--- src/rtl/seq_divider.sv ---
// Iterative restoring divider for DIV/DIVU/REM/REMU: one trial subtraction per cycle,
// fixed latency of XLEN+2 cycles from accepted start to the valid pulse.
module seq_divider #(
   parameter int XLEN = 32
) (
   input  logic            clk,
   input  logic            rst,
   input  logic            start,
   input  logic [1:0]      op,
   input  logic [XLEN-1:0] dividend,
   input  logic [XLEN-1:0] divisor,
   input  logic            kill,
   output logic            busy,
   output logic            valid,
   output logic [XLEN-1:0] result
);

   localparam int CW = $clog2(XLEN);

   typedef enum logic [1:0] {IDLE, CALC, FIX, DONE} state_t;

   state_t            state_q, state_d;
   logic [CW-1:0]     cnt_q, cnt_d;
   logic [XLEN-1:0]   rem_q, rem_d;
   logic [XLEN-1:0]   quo_q, quo_d;
   logic [XLEN-1:0]   dvs_q, dvs_d;
   logic [XLEN-1:0]   dvd_q, dvd_d;
   logic [XLEN-1:0]   result_q, result_d;
   logic [1:0]        op_q, op_d;
   logic              sign_q_q, sign_q_d;
   logic              sign_r_q, sign_r_d;
   logic              dz_q, dz_d;
   logic              ovf_q, ovf_d;

   logic [XLEN:0]     shifted;
   logic [XLEN:0]     trial;
   logic [XLEN-1:0]   quo_fix;
   logic [XLEN-1:0]   rem_fix;
   logic              is_signed;

   always_ff @(posedge clk or posedge rst) begin
      if (rst) begin
         state_q  <= IDLE;
         cnt_q    <= '0;
         rem_q    <= '0;
         quo_q    <= '0;
         dvs_q    <= '0;
         dvd_q    <= '0;
         result_q <= '0;
         op_q     <= '0;
         sign_q_q <= 1'b0;
         sign_r_q <= 1'b0;
         dz_q     <= 1'b0;
         ovf_q    <= 1'b0;
      end else begin
         state_q  <= state_d;
         cnt_q    <= cnt_d;
         rem_q    <= rem_d;
         quo_q    <= quo_d;
         dvs_q    <= dvs_d;
         dvd_q    <= dvd_d;
         result_q <= result_d;
         op_q     <= op_d;
         sign_q_q <= sign_q_d;
         sign_r_q <= sign_r_d;
         dz_q     <= dz_d;
         ovf_q    <= ovf_d;
      end
   end

   always_comb begin
      state_d = state_q;
      busy    = 1'b0;
      valid   = 1'b0;
      case (state_q)
         IDLE: if (start && !kill) state_d = CALC;
         CALC: begin
            busy = 1'b1;
            if (kill) state_d = IDLE;
            else if (cnt_q == CW'(XLEN-1)) state_d = FIX;
         end
         FIX: begin
            busy    = 1'b1;
            state_d = kill ? IDLE : DONE;
         end
         DONE: begin
            valid   = !kill;
            state_d = IDLE;
         end
         default: state_d = IDLE;
      endcase
   end

   always_comb begin
      cnt_d    = cnt_q;
      rem_d    = rem_q;
      quo_d    = quo_q;
      dvs_d    = dvs_q;
      dvd_d    = dvd_q;
      result_d = result_q;
      op_d     = op_q;
      sign_q_d = sign_q_q;
      sign_r_d = sign_r_q;
      dz_d     = dz_q;
      ovf_d    = ovf_q;
      is_signed = !op[0];
      shifted  = {rem_q, quo_q[XLEN-1]};
      trial    = shifted - {1'b0, dvs_q};
      quo_fix  = sign_q_q ? -quo_q : quo_q;
      rem_fix  = sign_r_q ? -rem_q : rem_q;
      if (dz_q) begin
         quo_fix = '1;
         rem_fix = dvd_q;
      end
      // Most-negative / -1: the magnitude path already yields these, forced for clarity
      if (ovf_q) begin
         quo_fix = dvd_q;
         rem_fix = '0;
      end
      case (state_q)
         IDLE: if (start && !kill) begin
            op_d     = op;
            dvd_d    = dividend;
            dz_d     = (divisor == '0);
            ovf_d    = is_signed && (dividend == {1'b1, {(XLEN-1){1'b0}}}) && (divisor == '1);
            sign_q_d = is_signed && (dividend[XLEN-1] ^ divisor[XLEN-1]);
            sign_r_d = is_signed && dividend[XLEN-1];
            quo_d    = (is_signed && dividend[XLEN-1]) ? -dividend : dividend;
            dvs_d    = (is_signed && divisor[XLEN-1]) ? -divisor : divisor;
            rem_d    = '0;
            cnt_d    = '0;
         end
         CALC: begin
            if (!trial[XLEN]) begin
               rem_d = trial[XLEN-1:0];
               quo_d = {quo_q[XLEN-2:0], 1'b1};
            end else begin
               rem_d = shifted[XLEN-1:0];
               quo_d = {quo_q[XLEN-2:0], 1'b0};
            end
            cnt_d = cnt_q + 1'b1;
         end
         FIX: if (!kill) result_d = op_q[1] ? rem_fix : quo_fix;
         default: ;
      endcase
   end

   assign result = result_q;

endmodule

--- config.mk ---
export PLATFORM = sky130hd
export DESIGN_NAME = seq_divider
export DESIGN_NICKNAME = d
export VERILOG_FILES = /design/src/rtl/seq_divider.sv
export SDC_FILE = /design/constraint.sdc
export NUM_CORES = 1
export LEC_CHECK = 0
export CAP_MARGIN = 10
export CORE_AREA = 8 8 157 159
export DETAILED_ROUTE_END_ITERATION = 8
export DIE_AREA = 0 0 165 167
export GPL_ROUTABILITY_DRIVEN = 0
export PLACE_DENSITY_LB_ADDON = 0.12
export SETUP_SLACK_MARGIN = 0.05
export SLEW_MARGIN = 20
export SYNTH_ARGS = -nofsm -noshare
export SYNTH_HDL_FRONTEND = slang
export SYNTH_SLANG_ARGS = --single-unit
--- constraint.sdc ---
create_clock -name clk -period 7.05 [get_ports clk]
set_clock_uncertainty 0.2 [all_clocks]
set_input_delay 1.41 -clock clk [delete_from_list [all_inputs] [get_ports clk]]
set_output_delay 1.41 -clock clk [all_outputs]
set_load 0.02 [all_outputs]
==> out/metrics.cfg <==
[status]
status=complete, no violations

[power]
vdd_drop_max_v=0.000324
powerDensity_nw_per_um2=481
leakagePower_nw=5.73

[clocking]
tritoncts=done
ctsHtreeMaxLevel=4
insertion_delay_ns=0.43
cts_setup_buffers=0
cts-root-buf=clkbuf_16
cts_buffer_depth=2
cts.sink_count=172
numCtsBuffers=17
clk_pin_slew_ns=0.07
cts_hold_buf=0
cts_resized=0

[drt]
wl_per_cell_um=17.7
drt-vias-per-instance=5.90
first_iter_violations=1001
route.detailed.drc=0
drt_pre_antenna_iters=6
drtAntennaViolNets=0
num_vias=10400
routed_wl_um=31400

[synth]
synth_cell_type_count=63
avgSynthCellArea_um2=8.46
synth_top_flop_cell=dfrtp_1
syn_inst=1415
syn_area_um2=12000
yosys-top-cells-area=dfrtp_1 36%, o21ai_0 7.7%, xor2_1 6.6%
async_flop_share=1.00
synthTopCellsByCount=188 x nand2_1, 183 x o21ai_0, 172 x dfrtp_1
synth_edf_count=0
netlist.area_leader.share=0.360
syn-num-nets=1530
yosysMostFrequentCell=nand2_1
synth_seq_area_share=0.360
synth_top_cell_by_area=dfrtp_1
yosysWarnings=0
ys_ff_latch=172

[hold_path]
holdCritPathClass=flip-flop to flip-flop

[finish]
areaGrowthSynthToFinish_pct=15.0
final_cells=1769
antennaDiodeCount=0
finalNetCount=1587
design_area_um2=13800
drive_gt1_frac=0.0600

[critical_path]
start_kind=primary input
arrival_ns=4.86
required_ns=7.14
crit_fanout=6
cp-end-kind=flip-flop
crit_type=primary input to flip-flop

[die]
die-area_um2=27600
num_rows=55
die_h_um=167
initial_core_util=0.539
core_um2=22200
ios=104
die_w_um=165

[job]
cap_violations=0

[placed_design]
dp_cells=1738
dpl_cell_area_um2=13200
hpwl_um=23200
port_buffers=103

[timing]
hold_viol_final=0
tns_ns=0
worst_pin_slew_ns=1.06
slew_viol_final=0
maxClockFrequency_mhz=210
min_period_ns=4.77
fin_crit_sh=0.676
rsz0062_at_grt=false
relSlewSlack=0.287
setup_viol_count_final=0

[global_route]
grt_pass1_vias=10100
grt_usage=0.228
grt_max_degree=84
grt_pass1_wl_um=51100
gr-total-overflow=0
antenna_found_initial=1

==> per-stage QoR <==
step	setup WS [ns]	hold slack (ns)	total power, W	util
floorplan	0.780	0.244	0.00473	-
global placement	1.96	0.261	0.00555	0.593
detailed placement	1.79	0.270	0.00564	0.593
CTS	2.27	0.283	0.00659	0.619
global route	1.97	0.308	0.00716	0.619
finish	2.28	0.280	0.00661	0.619
==> worst max-delay path, cell delays in order <==
cell and delay, ns:
clkdlybuf4s50_1 0.47, or4_1 0.57, nor4_1 0.64, nand2_1 0.28, nor4_2 0.50, nand2_1 0.19
o41ai_1 0.36, xor2_1 0.18, nor2_1 0.05, a21oi_1 0.13, o21ai_0 0.08
==> cell usage in the layout (no fill, tap or decap), types with 17 or more instances in the layout <==
master | Yosys | routed
a21oi_1 | 86 | 86
inv_1 | 59 | 58
mux2_2 | 29 | 29
nor2_1 | 79 | 79
xor2_1 | 90 | 89
nand2b_1 | 21 | 20
clkbuf_16 | 0 | 17
nor3_1 | 19 | 19
o21ai_0 | 183 | 182
ha_1 | 44 | 43
xnor2_1 | 54 | 54
clkdlybuf4s50_1 | 0 | 103
o31ai_1 | 31 | 31
nand3_1 | 19 | 19
mux2i_1 | 31 | 31
nand2_1 | 188 | 188
dfrtp_1 | 172 | 172
==> metal layers <==
layer / part of all wire / GRT usage
met1: 0.48 / 0.327
met2: 0.45 / 0.348
met3: 0.059 / 0.0333
met4: 0.014 / 0.0639
met5: 0 / 0
==> registers in the layout, summed over array words and instances, names as in the netlist <==
register  cells
dvd_q        32
sign_q_q      1
sign_r_q      1
state_q       2
result       32
quo_q        32
dvs_q        32
dz_q          1
rem_q        32
op_q          1
ovf_q         1
cnt_q         5
==> where the power goes <==
group	switching, W	leakage [nW]	total (W)	internal, W
sequential	0.000497	2.18	0.00189	0.00140
clock	0.000401	0.266	0.000931	0.000530
combinational	0.00214	3.29	0.00379	0.00165
==> worst paths after layout <==
path,from,endpoint,slack [ns],cells past startpoint
max,dividend[0],quo_q[27],2.28,11
min,dvs_q[27],dvs_q[27],0.28,2
max reg2reg,quo_q[31],rem_q[0],2.52,14
min reg2reg,dvs_q[27],dvs_q[27],0.28,2
max in group asynchronous,rst,dvs_q[9],4.25,3
min in group asynchronous,rst,dvd_q[26],1.29,2
==> cell families (layout without fill, tap and decap cells) <==
| logic type | Yosys count | in the layout | synth area share |
|---|---|---|---|
| muxes | 60 | 60 | 0.0532 |
| and+or+nand+nor | 421 | 421 | 0.166 |
| adders and majority gates | 45 | 45 | 0.0477 |
| xor gates and xnor gates | 144 | 144 | 0.105 |
| DFF | 172 | 172 | 0.360 |
| buffers and inverters | 139 | 208 | 0.0445 |
| AOI/OAI and AO/OA | 434 | 434 | 0.223 |
==> area by class of cell <==
class	count	area (um^2)
Sequential cell	172	4300
Tap cell	285	357
Fill cell	1992	8460
Clock buffer	21	450
Multi-Input combinational cell	1104	7170
Inverter	60	230
Clock inverter	10	118
Timing Repair Buffer	117	1140
Power figures use the tool's default switching activity.
